===== src/rtl/spi_pkg.sv =====
// rtl/spi_pkg.sv - shared constants, state encoding and divider helper for the SPI master
// Optional feature macro: SPI_MASTER_BURST_EN (adds the LINGER state).
package spi_pkg;

    localparam int SPI_BITS    = 8;
    localparam int CLK_DIV_MIN = 2;
    localparam int CLK_DIV_MAX = 255;

    typedef enum logic [2:0] {
        ST_IDLE,
        ST_SETUP,
        ST_HIGH,
        ST_LOW,
        ST_HOLD
`ifdef SPI_MASTER_BURST_EN
        , ST_LINGER
`endif
    } spi_state_t;

    // Clamp a divider into its legal range so a bad parameter cannot
    // produce a zero-length (or wrapping) half-period.
    function automatic int legal_div(input int d);
        if (d < CLK_DIV_MIN) return CLK_DIV_MIN;
        if (d > CLK_DIV_MAX) return CLK_DIV_MAX;
        return d;
    endfunction

endpackage


===== src/rtl/spi_tick_counter.sv =====
// rtl/spi_tick_counter.sv - one-cycle tick every CLK_DIV clocks, restartable
// Ports:
//   clk     in  system clock
//   rst     in  synchronous active-high reset
//   restart in  restart the count from zero (state entered outside a tick)
//   tick    out high during the last cycle of each CLK_DIV-cycle period
module spi_tick_counter
    import spi_pkg::*;
#(
    parameter int CLK_DIV = 4
) (
    input  logic clk,
    input  logic rst,
    input  logic restart,
    output logic tick
);

    localparam logic [7:0] LAST = 8'(legal_div(CLK_DIV) - 1);

    logic [7:0] cnt;

    assign tick = (cnt == LAST);

    // Wrapping on tick doubles as the restart for tick-driven state changes.
    always_ff @(posedge clk) begin
        if (rst || restart || tick) begin
            cnt <= 8'd0;
        end else begin
            cnt <= cnt + 8'd1;
        end
    end

endmodule


===== src/rtl/spi_master.sv =====
// rtl/spi_master.sv - SPI mode 0 master, one byte per start, MSB first
// Optional feature macro: SPI_MASTER_BURST_EN (keep ssel low between bytes).
// Ports:
//   clk     in  system clock
//   rst     in  synchronous active-high reset
//   start   in  request to send txData (ignored while busy)
//   txData  in  byte to transmit
//   busy    out transfer in progress
//   done    out one-cycle pulse at end of byte
//   rxData  out last received byte, held until the next done
//   sck     out serial clock, idles low
//   mosi    out serial data out
//   miso    in  serial data in
//   ssel    out active-low slave select
module spi_master
    import spi_pkg::*;
#(
    parameter int CLK_DIV = 4
) (
    input  logic                clk,
    input  logic                rst,
    input  logic                start,
    input  logic [SPI_BITS-1:0] txData,
    output logic                busy,
    output logic                done,
    output logic [SPI_BITS-1:0] rxData,
    output logic                sck,
    output logic                mosi,
    input  logic                miso,
    output logic                ssel
);

    spi_state_t          state;
    logic                tick;
    logic                accept;
    logic [SPI_BITS-2:0] tx_sr;   // bits still to send after the one on mosi
    logic [SPI_BITS-1:0] rx_sr;
    logic [2:0]          bit_cnt;

    always_comb begin
        accept = 1'b0;
        if (start && state == ST_IDLE) accept = 1'b1;
`ifdef SPI_MASTER_BURST_EN
        if (start && state == ST_LINGER) accept = 1'b1;
`endif
    end

    spi_tick_counter #(.CLK_DIV(CLK_DIV)) u_tick (
        .clk     (clk),
        .rst     (rst),
        .restart (accept),
        .tick    (tick)
    );

    always_ff @(posedge clk) begin
        if (rst) begin
            state   <= ST_IDLE;
            sck     <= 1'b0;
            mosi    <= 1'b0;
            ssel    <= 1'b1;
            busy    <= 1'b0;
            done    <= 1'b0;
            rxData  <= '0;
            tx_sr   <= '0;
            rx_sr   <= '0;
            bit_cnt <= 3'd0;
        end else begin
            done <= 1'b0;
            if (accept) begin
                mosi    <= txData[SPI_BITS-1];
                tx_sr   <= txData[SPI_BITS-2:0];
                ssel    <= 1'b0;
                busy    <= 1'b1;
                bit_cnt <= 3'd0;
                state   <= ST_SETUP;
            end else if (tick) begin
                case (state)
                    ST_SETUP, ST_LOW: begin
                        // Slave drives miso while sck is low; capture on the rise.
                        sck   <= 1'b1;
                        rx_sr <= {rx_sr[SPI_BITS-2:0], miso};
                        state <= ST_HIGH;
                    end
                    ST_HIGH: begin
                        sck     <= 1'b0;
                        bit_cnt <= bit_cnt + 3'd1;
                        if (bit_cnt == 3'(SPI_BITS - 1)) begin
                            state <= ST_HOLD;
                        end else begin
                            mosi  <= tx_sr[SPI_BITS-2];
                            tx_sr <= {tx_sr[SPI_BITS-3:0], 1'b0};
                            state <= ST_LOW;
                        end
                    end
                    ST_HOLD: begin
                        done   <= 1'b1;
                        busy   <= 1'b0;
                        rxData <= rx_sr;
`ifdef SPI_MASTER_BURST_EN
                        state  <= ST_LINGER;
`else
                        ssel   <= 1'b1;
                        state  <= ST_IDLE;
`endif
                    end
`ifdef SPI_MASTER_BURST_EN
                    ST_LINGER: begin
                        ssel  <= 1'b1;
                        state <= ST_IDLE;
                    end
`endif
                    default: state <= ST_IDLE;
                endcase
            end
        end
    end

endmodule


===== config.mk =====
export PLATFORM = sky130hd
export DESIGN_NAME = spi_master
export DESIGN_NICKNAME = d
export VERILOG_FILES = /design/src/rtl/spi_pkg.sv /design/src/rtl/spi_tick_counter.sv /design/src/rtl/spi_master.sv
export SDC_FILE = /design/constraint.sdc
export NUM_CORES = 1
export LEC_CHECK = 0
export BUFFER_PORTS_ARGS = -buffer_cell sky130_fd_sc_hd__buf_4
export CAP_MARGIN = 10
export CORE_AREA = 2 2 71 73
export CTS_CLUSTER_SIZE = 25
export DETAILED_ROUTE_END_ITERATION = 8
export DIE_AREA = 0 0 73 75
export GPL_ROUTABILITY_DRIVEN = 0
export HOLD_SLACK_MARGIN = 0.03
export PLACE_DENSITY = 0.54
export SYNTH_ARGS = -nofsm -noshare
export SYNTH_HDL_FRONTEND = slang
export SYNTH_SLANG_ARGS = --single-unit

===== constraint.sdc =====
create_clock -name clk -period 2.5 [get_ports clk]
set_clock_uncertainty 0.05 [all_clocks]
set_input_delay 0.625 -clock clk [delete_from_list [all_inputs] [get_ports clk]]
set_output_delay 0.625 -clock clk [all_outputs]
set_load 0.03 [all_outputs]

# --- Yosys cells after proc, flatten, opt, wreduce, memory -nomap -nowiden ---
# Cells that the tools add are included.
word_totals:
  register_bits: 42
  input_bits: 12
  elab_cells: 61
classes:
  addsub: 2
  n_eq_ne: 7
  muxes: 21
  n_bitwise: 2
  n_reduce_logical: 17
op_table:
  columns: ["cell", "count"]
  rows:
  - ["7-bit 2-to-1 mux", 4]
  - ["1-bit 2-to-1 mux", 14]
  - ["3-bit AND reduction", 4]
  - ["8-bit by 1-bit adder with 8-bit output (second input constant)", 1]
  - ["8-bit by 2-bit == test with 1-bit output (second input constant)", 1]
  - ["2-bit nonzero test", 4]
  - ["3-bit by 2-bit == test with 1-bit output (second input constant)", 2]
  - ["3-bit == test (second input constant)", 2]
  - ["3-bit case mux with 2 select lines", 1]
  - ["2-bit AND reduction", 2]
  - ["2-bit OR reduction", 2]
  - ["3-bit by 1-bit adder with 3-bit output (second input constant)", 1]
  - ["3-bit by 1-bit == test with 1-bit output (second input constant)", 1]
  - ["3-bit zero test", 1]
  - ["3-bit 2-to-1 mux", 1]
  - ["3-bit OR reduction", 1]
  - ["1-bit logical OR", 2]
  - ["2-bit by 1-bit != test with 1-bit output (second input constant)", 1]
  - ["1-bit NOT", 2]
  - ["1-bit case mux with 2 select lines", 1]
  - ["1-bit logical AND", 1]

# --- Longest topological paths before layout ---
# Gate-level depths: netlist of the first run.
depth:
  depth_word: 5
  depth_mapped: 7

# --- By module ---
# From an unflattened synthesis of the first run, not the netlist that was laid out.
hier_totals:
  cells_unflattened: 191
  hier_area_um2: 1884.3
modules_own_cells:
  columns: ["mod", "n_inst", "cells_per_inst", "area_per_inst_um2"]
  rows:
  - ["spi_master", 1, 153, 1521.5]
  - ["spi_tick_counter", 1, 38, 362.8]

# --- Worst setup path before layout of the first run ---
# OpenSTA, ideal clock, no wires.
synth_timing:
  path_kind: "reg-to-reg"
  start: "register u_tick.cnt[0]"
  end: "register mosi"
  setup_time_ns: 0.086
  t_arrival_ns: 1.610
  slack_ns: 0.755
  stages_incl_launch_ff: 7
  n_path_buf: 1
  period_less_slack_ns: 1.745
  path_cell_list: "dfxtp_1 > ha_1 > nor3b_2 > nand4_1 > buf_2 > mux2i_1 > a211oi_1"
synth_between:
  elab_chain_len: 3
synth_rtl:
  columns: ["element", "line", "rtl"]
  rows:
  - ["from (decl)", "spi_tick_counter.sv:20", "logic [7:0] cnt;"]
  - ["from (signal assigned)", "spi_tick_counter.sv:29", "cnt <= cnt + 8'd1;"]
  - ["8-bit by 2-bit == test with 1-bit output", "spi_tick_counter.sv:22", "assign tick = (cnt == LAST);"]
  - ["2-bit nonzero test (no source line)", null, null]
  - ["3-bit AND reduction (no source line)", null, null]
  - ["to (signal assigned)", "spi_master.sv:70", "mosi <= txData[SPI_BITS-1];"]
  - ["to (signal assigned)", "spi_master.sv:90", "mosi <= tx_sr[SPI_BITS-2];"]
  - ["to (decl)", "spi_master.sv:28", "output logic mosi,"]
# Every way passes these cells.
# A chain may end at the register's enable or synchronous reset.

# --- Worst setup path after layout of the first run ---
layout_timing:
  start: "register u_tick.cnt[0]"
  end: "register tx_sr[2]"
layout_between:
  elab_chain_len: 3
layout_rtl:
  columns: ["element", "line", "rtl"]
  rows:
  - ["8-bit by 2-bit == test with 1-bit output", "spi_tick_counter.sv:22", null]
  - ["2-bit nonzero test (no source line)", null, null]
  - ["3-bit AND reduction (no source line)", null, null]
  - ["to (signal assigned)", "spi_master.sv:71", "tx_sr <= txData[SPI_BITS-2:0];"]
  - ["to (signal assigned)", "spi_master.sv:91", "tx_sr <= {tx_sr[SPI_BITS-3:0], 1'b0};"]
  - ["to (decl)", "spi_master.sv:36", "logic [SPI_BITS-2:0] tx_sr;"]
# Every way passes these cells.

==> reports/summary.txt, run 1 <==
Deepest clock path buffer count - 2
Largest net degree at the start of global routing - 23
Port Buffers - 24
CTS Root Cell - clkbuf_8
Die ar. - 5475 um^2
DR vias - 1,183
Worst relative slew slack - 0.5968
Worst Path Max Fanout - 10
Hold endpoint - ssel
Post-route DRC - 0
Psw - 291.2 uW
Synth area leader - dfxtp_1
Hold-fix buffers, CTS - 0
Via density - 4.992
Pre-antenna DRT Iters - 4
Post-CTS setup repair buffer count - 0
Sequential power share - 0.486
Fin. Hold Viols - 0
Netlist cell types - 31
Critical Path AT - 2.13 ns
Critical path endpoint category - register
Worst-case vdd ir drop - 313.0 uV
Max-cap violations - 0
CTS tree - done
Worst Setup Start Kind - register
Initial antenna violation count - 0
Max frequency - 504.5 MHz
Wire per inst - 14.01 um
Fraction of layout cells with a size suffix above 1 - 0.2350
Least-Margin Pin Slew - 0.6030 ns
Clk slew on worst S/H paths - 0.08 ns
FP Rows - 25
Crit path cell chain - ha_1 -> nor3b_2 -> nand4_1 -> buf_4 -> mux2i_1 -> a211oi_1
IO Pins - 25
Mapped Cells - 153
Crit path kind - reg -> reg
Clk network pwr share - 0.453
Leakage power - 0.0009320 uW
Outcome - completed
Fin crit period - 1.982 ns
Worst Hold Class - reg -> reg
Nets - 197
Average cell area after synthesis - 10.50 um^2
Post-route ant nets - 0
Hold depth - 2
Core Area - 4661 um^2
Resized cells post-CTS - 0
Cts bufs inserted - 5
Yosys reg bits - 42
Worst hold start - ssel
Starting DRC count in detailed routing - 40
Synth top area cells - dfxtp_1 (52%), mux2i_1 (11%), nor2_1 (6.1%)
Sequential share of the synthesized area - 0.5234
Comb power frac - 0.061
Die Ht - 75 um
Setup-failing EPs final - 0
Vias in the first global route - 1,202
Critical path's slowest cell - nor3b_2
Final TNS setup - 0 ns
RSZ-0062 raised after global routing - no
Die width - 73 um
Pwr Density - 721.5 nW/um^2
Design area - 1998 um^2
R2R Path End - tx_sr[2]
H-tree levels - 2
Max Slew Vio Count - 0
Aggregate global routing overflow - 0
Hold slack - 0.4011 ns
GRT Total Usage - 0.1320
Post-synthesis cell area - 1607 um^2
Mapped Nets - 168
Wire length of the first global-routing pass - 5402 um
Final total power - 1442 uW
Worst Path Required - 2.65 ns
N_diodes - 0
Synth top area share - 0.5234
R2R setup slack - 0.52 ns
Dpl cell area - 1856 um^2
CP max stage delay - 0.43 ns
FF-to-FF path depth - 6
R2R Path Start - u_tick.cnt[0]
CTS sink cnt - 42
Synth warn - 0
Final WL - 3320 um
Post-route clock period utilization - 0.7928
Dpl hpwl - 2322 um
Sw Share - 0.2020
Power Internal - 1150 uW
Starting Density - 0.3447
Synth-to-Final Area Change - 24.38%
Skew-Pair Late Insertion Delay - 0.29 ns
-- cell usage after synthesis, drive strengths merged --
| cell | number |
|---|---|
| and3 | 3 |
| or2 | 1 |
| nand3 | 6 |
| nand4 | 3 |
| dfxtp | 42 |
| o22ai | 1 |
| nor2 | 27 |
| nor4b | 1 |
| a211oi | 7 |
| nand3b | 1 |
| clkbuf | 3 |
| mux2i | 17 |
| nor3b | 2 |
| a31oi | 2 |
| a22o | 8 |
| nor3 | 1 |
| nor4 | 1 |
| nand2 | 8 |
| xor2 | 6 |
| a21oi | 4 |
| o21a | 1 |
| ha | 3 |
| xnor2 | 1 |
| inv | 1 |
| buf | 2 |
| nor2b | 1 |
-- registers in the layout (all words and copies together) (netlist names) --
name        cells
rx_sr           8
rxData          8
sck             1
state           3
done            1
ssel            1
u_tick.cnt      8
mosi            1
tx_sr           7
busy            1
bit_cnt         3
-- per-stage QoR --
stage | setup slack, ns | utilization | cells
2_1_floorplan | 0.7546 | - | 153
3_3_place_gp | 0.6712 | 0.3981 | 229
3_5_place_dp | 0.5313 | 0.3981 | 229
4_1_cts | 0.4994 | 0.4287 | 237
5_1_grt | 0.3422 | 0.4287 | 237
6_report | 0.5179 | 0.4287 | 237
-- power groups by stage --
stage                     sequential [uW]  combinational, uW  clock, uW
after floorplan                       721               44.6          0
after global placement                714               86.4          0
after detailed placement              715               88.5          0
after CTS                             699               89.0        668
after global routing                  702               97.9        703
final                                 700               88.0        654
-- worst max-delay path by stage --
stage	endpoint	cells past startpoint	slack [ns]	from
floorplan	mosi	6	0.75	u_tick.cnt[0]
global placement	tx_sr[2]	6	0.67	u_tick.cnt[0]
detailed placement	tx_sr[2]	6	0.53	u_tick.cnt[0]
CTS	tx_sr[2]	6	0.50	u_tick.cnt[0]
global route	tx_sr[4]	6	0.34	u_tick.cnt[0]
finish	tx_sr[2]	6	0.52	u_tick.cnt[0]
-- logic make-up (layout without fill, tap and decap cells) --
logic type / count (synthesis) / in the layout / synth area share
xor+xnor: 7 / 7 / 0.03816
mux: 17 / 17 / 0.1059
fa+ha+maj: 3 / 3 / 0.02337
simple gates: 55 / 55 / 0.1846
buf+inv: 6 / 36 / 0.01557
flops: 42 / 42 / 0.5234
compound gates: 23 / 23 / 0.1090
-- critical path, delay by kind of cell (launching register included) --
family | cells | cell delay (ns)
muxes | 1 | 0.13
buffers and inverters | 1 | 0.22
AOI/OAI and AO/OA | 1 | 0.26
DFF | 1 | 0.40
adders and majority gates | 1 | 0.24
and+or+nand+nor | 2 | 0.57
-- metal layers --
metal	track usage	part of all wire	vias up
met1	0.1642	0.48	561
li1	-	-	601
met4	0.06173	0.011	0
met5	0	0	-
met2	0.2062	0.48	17
met3	0.04552	0.035	4
-- cells in the final DEF (no fill, tap or decap) --
master	instances
a211oi_1	7
a21oi_1	4
a22o_1	8
a31oi_1	1
a31oi_2	1
and3_1	2
and3_2	1
buf_4	27
bufinv_16	2
clkbuf_8	6
dfxtp_1	42
ha_1	3
inv_1	1
mux2i_1	17
nand2_1	7
nand2_4	1
nand3_1	6
nand3b_1	1
nand4_1	3
nor2_1	26
nor2_2	1
nor2b_1	1
nor3_1	1
nor3b_2	1
nor3b_4	1
nor4_4	1
nor4b_1	1
o21a_1	1
o22ai_1	1
or2_2	1
xnor2_1	1
xor2_1	6
-- layout make-up --
type                    instances  area, um^2
fillers                       435        2663
flip-flops and latches         42       840.8
multi-input cells             105       740.7
repair buffers                 27       202.7
clock buffers                   6       82.58
well taps                      54       67.56
clock inverters                 2       60.06
inverters                       1       3.754
No activity file was read; power rests on OpenSTA's default activity.
==> run 2, diff against run 1 <==
clock period = 2.1 ns   (was 2.5 ns; I/O delays follow)
==> reports/summary.txt, run 2 (same netlist as run 1, synthesis figures left out) <==
FF-to-FF path depth - 6
Placed Cells - 229
Synth-to-Final Area Change - 22.90%
Final TNS setup - 0 ns
Skew-Pair Late Insertion Delay - 0.29 ns
Max frequency - 533.4 MHz
RSZ-0062 raised after global routing - no
Leakage power - 0.0009166 uW
Met3 WL - 143 um
Dpl hpwl - 2261 um
Vias in the first global route - 1,172
Sequential power share - 0.531
Worst Path Required - 2.25 ns
Top flop regs - rxData (8), rx_sr (8), u_tick.cnt (8)
Clk network pwr share - 0.403
Non-filler cells, final - 237
FP Rows - 25
R2R Path Start - u_tick.cnt[0]
Post-route clock period utilization - 0.8928
M1 WL - 1444 um
Core Area - 4661 um^2
GRT Total Usage - 0.1292
Crit path kind - reg -> reg
Worst relative slew slack - 0.6324
Worst Path Max Fanout - 10
Pwr Density - 794.3 nW/um^2
H-tree levels - 2
Critical path endpoint category - register
Fin crit period - 1.875 ns
R2R setup slack - 0.23 ns
Cts bufs inserted - 5
Wire length of the first global-routing pass - 5299 um
Max Slew Vio Count - 0
Wire per inst - 13.33 um
Power Internal - 1219 uW
Setup-failing EPs final - 0
Port Buffers - 24
CTS Root Cell - clkbuf_8
Largest net degree at the start of global routing - 23
Final WL - 3159 um
Clk slew on worst S/H paths - 0.08 ns
Nets - 197
Die width - 73 um
DR vias - 1,182
Comb power frac - 0.066
Least-Margin Pin Slew - 0.5497 ns
Critical Path AT - 2.02 ns
Worst-case vdd ir drop - 588.4 uV
Most common cell after layout, fill and taps aside - dfxtp_1
Commonest non-fill, non-tap cells in the layout - dfxtp_1 (42), buf_4 (27), nor2_1 (26)
Post-route DRC - 0
Via density - 4.987
R2R Path End - tx_sr[4]
Aggregate global routing overflow - 0
Psw - 349.5 uW
Max-cap violations - 0
Pre-antenna DRT Iters - 4
Post-route ant nets - 0
Worst Setup Start Kind - register
Die ar. - 5475 um^2
N_diodes - 0
Initial antenna violation count - 0
Sw Share - 0.2229
Met2 wire length - 1514 um
CTS sink cnt - 42
Fin. Hold Viols - 0
Worst Setup SP - u_tick.cnt[0]
Deepest clock path buffer count - 2
Die Ht - 75 um
Worst Hold Class - reg -> reg
Worst Setup EP - tx_sr[4]
CTS tree - done
Max layer used - met4
Outcome - completed
Fraction of layout cells with a size suffix above 1 - 0.2350
Post-CTS setup repair buffer count - 0
IO Pins - 25
Starting DRC count in detailed routing - 17
Starting Density - 0.3447
[run 2: cell types whose count changed in the layout (fill, tap and decap cells not counted)]
cell,previous run,this run
inv_6,0,1
bufinv_16,2,1
clkinv_2,0,1
nor3b_4,1,2
nor3b_2,1,0
clkbuf_8,6,5
[run 2: power groups by stage]
stage	registers, uW	clock network [uW]	logic (uW)
3_3_place_gp	850	0	103
4_1_cts	833	657	105
6_report	833	632	103
3_5_place_dp	852	0	104
5_1_grt	836	694	116
2_1_floorplan	858	0	53.1
[run 2: how the worst min path moves through the flow]
stage | start | endpoint | slack [ns] | cells past startpoint
final | ssel | ssel | 0.41 | 2
after global routing | ssel | ssel | 0.43 | 2
after CTS | ssel | ssel | 0.41 | 2
after detailed placement | ssel | ssel | 0.40 | 2
after global placement | ssel | ssel | 0.39 | 2
after floorplan | u_tick.cnt[0] | u_tick.cnt[0] | 0.39 | 1
[run 2: timing repair]
item                                    in CTS  in global routing
hold buffers                                 0                  0
resized for setup                            0                  1
endpoints found under the setup margin       0                  7
[run 2: critical path: stages, from the launching register on]
cell,delay (ns)
dfxtp_1,0.39
ha_1,0.25
nor3b_4,0.35
nand4_1,0.14
buf_4,0.22
mux2i_1,0.13
a211oi_1,0.25
[run 2: per-layer routing]
metal,global-route usage,up-vias
met5,0,-
met2,0.2052,19
met4,0.06173,0
met1,0.1578,559
met3,0.04418,4
li1,-,600
[run 2: area by class of cell]
class                   count  area, um^2
fillers                   461        2686
flip-flops and latches     42       840.8
multi-input cells         105       747.0
repair buffers             27       202.7
clock buffers               5       68.82
well taps                  54       67.56
clock inverters             3       43.79
inverters                   1       3.754
[run 2: metrics by stage]
step	utilization	cell area, um^2	hold WS [ns]	setup WS [ns]	total power, uW
after floorplan	-	1607	0.3877	0.3546	911.0
after global placement	0.3981	1856	0.3916	0.2417	952.7
after detailed placement	0.3981	1856	0.3965	0.1578	956.3
after CTS	0.4223	1968	0.4142	0.1192	1596
after global routing	0.4236	1974	0.4343	0.05249	1646
final	0.4236	1974	0.4084	0.2252	1568
==> run 3, diff against run 2 <==
CELL_PAD_IN_SITES_DETAIL_PLACEMENT = 1   (was not set)
CELL_PAD_IN_SITES_GLOBAL_PLACEMENT = 1   (was not set)
PLACE_DENSITY = 0.65   (was 0.54)
==> reports/summary.txt, run 3 (same netlist as run 1, synthesis figures left out) <==
CTS tree - done
Worst relative slew slack - 0.6070
Crit path cell chain - ha_1 -> nor3b_4 -> nand2_4 -> nor3b_4 -> a22o_1
Die ar. - 5475 um^2
Worst Hold Class - reg -> reg
Starting DRC count in detailed routing - 15
DR vias - 1,220
Vias in the first global route - 1,254
Nets - 197
Worst Setup Start Kind - register
Pre-antenna DRT Iters - 4
Final TNS setup - 0 ns
N_diodes - 0
Max frequency - 525.2 MHz
Pwr Density - 862.0 nW/um^2
Utilization after layout - 0.4301
Crit path kind - reg -> reg
Deepest clock path buffer count - 2
Max-cap violations - 0
Hold-fix buffers, CTS - 0
Port Buffers - 24
Via density - 5.148
Worst Path Max Fanout - 9
Fill count - 513
Post-route clock period utilization - 0.9067
Leakage power - 0.0009295 uW
Least-Margin Pin Slew - 0.5876 ns
Fin. Hold Viols - 0
CTS Root Cell - clkbuf_8
Post-route ant nets - 0
IO Pins - 25
Critical path's slowest cell - nor3b_4
Aggregate global routing overflow - 0
Fraction of layout cells with a size suffix above 1 - 0.2350
Die Ht - 75 um
Setup-failing EPs final - 0
Most common cell after layout, fill and taps aside - dfxtp_1
H-tree levels - 2
Hold depth - 2
Most frequent CP cell - nor3b_4
Critical path endpoint category - register
Outcome - completed
Wire length of the first global-routing pass - 6058 um
Post-route DRC - 0
Critical Path AT - 2.10 ns
RSZ-0062 raised after global routing - no
CP max stage delay - 0.44 ns
FF-to-FF path depth - 5
Resized cells post-CTS - 0
Clk slew on worst S/H paths - 0.08 ns
Worst Path Required - 2.29 ns
Dpl hpwl - 2532 um
Core Area - 4661 um^2
CTS sink cnt - 42
Final WL - 3587 um
Largest net degree at the start of global routing - 23
FP Rows - 25
GRT Total Usage - 0.1470
Synth-to-Final Area Change - 24.77%
Starting Density - 0.3447
Skew-Pair Late Insertion Delay - 0.30 ns
Die width - 73 um
Max Slew Vio Count - 0
Final total power - 1728 uW
Cts bufs inserted - 5
Wire per inst - 15.14 um
Initial antenna violation count - 0
Top flop regs - rxData (8), rx_sr (8), u_tick.cnt (8)
Post-CTS setup repair buffer count - 0
Commonest non-fill, non-tap cells in the layout - dfxtp_1 (42), buf_4 (27), nor2_1 (26)
Fin crit period - 1.904 ns
Worst-case vdd ir drop - 406.4 uV
==> run 3: cell count changes in the layout (fill, tap and decap cells not counted) <==
cell,delta
bufinv_16,+1
clkbuf_8,+1
clkinv_2,-1
inv_6,-1
==> run 3: cell type report <==
type	count	area [um^2]	area share
Inverter	1	3.754	0.001873
Tap cell	54	67.56	0.03371
Multi-Input combinational cell	105	747.0	0.3727
Clock buffer	6	82.58	0.04120
Clock inverter	2	60.06	0.02996
Timing Repair Buffer	27	202.7	0.1011
Sequential cell	42	840.8	0.4195
==> run 3: layer usage <==
| layer | vias up | share of wire | GRT usage |
|---|---|---|---|
| li1 | 596 | - | - |
| met1 | 599 | 0.45 | 0.1811 |
| met2 | 18 | 0.49 | 0.2352 |
| met3 | 7 | 0.037 | 0.04685 |
| met4 | 0 | 0.019 | 0.06790 |
| met5 | - | 0 | 0 |
==> run 3: report_power, final <==
part,switching (uW),internal (uW)
registers,15.5,818
logic,60.8,45.1
clock network,282,507
==> run 3: critical path: cells and delay by family, from the launching register on <==
kind / cells / cell delay, ns
AO/OA/AOI/OAI: 1 / 0.20
adder cells (fa/ha/maj): 1 / 0.27
flip-flops: 1 / 0.39
AND/OR/NAND/NOR: 3 / 0.93
==> run 3: final timing paths <==
path              slack [ns]          start         to
setup / recovery        0.20  u_tick.cnt[0]  rxData[3]
setup reg to reg        0.20  u_tick.cnt[0]  rxData[3]
hold reg to reg         0.42           ssel       ssel
hold / removal          0.42           ssel       ssel
==> run 3: per-stage QoR <==
step	worst slack [ns]	instances	instance area, um^2	hold slack [ns]
after floorplan	0.3546	153	1607	0.3877
after global placement	0.2394	229	1856	0.3906
after detailed placement	0.1511	229	1856	0.4056
after CTS	0.1166	237	1998	0.4205
after global routing	0.04639	237	2004	0.4244
final	0.1959	237	2004	0.4151
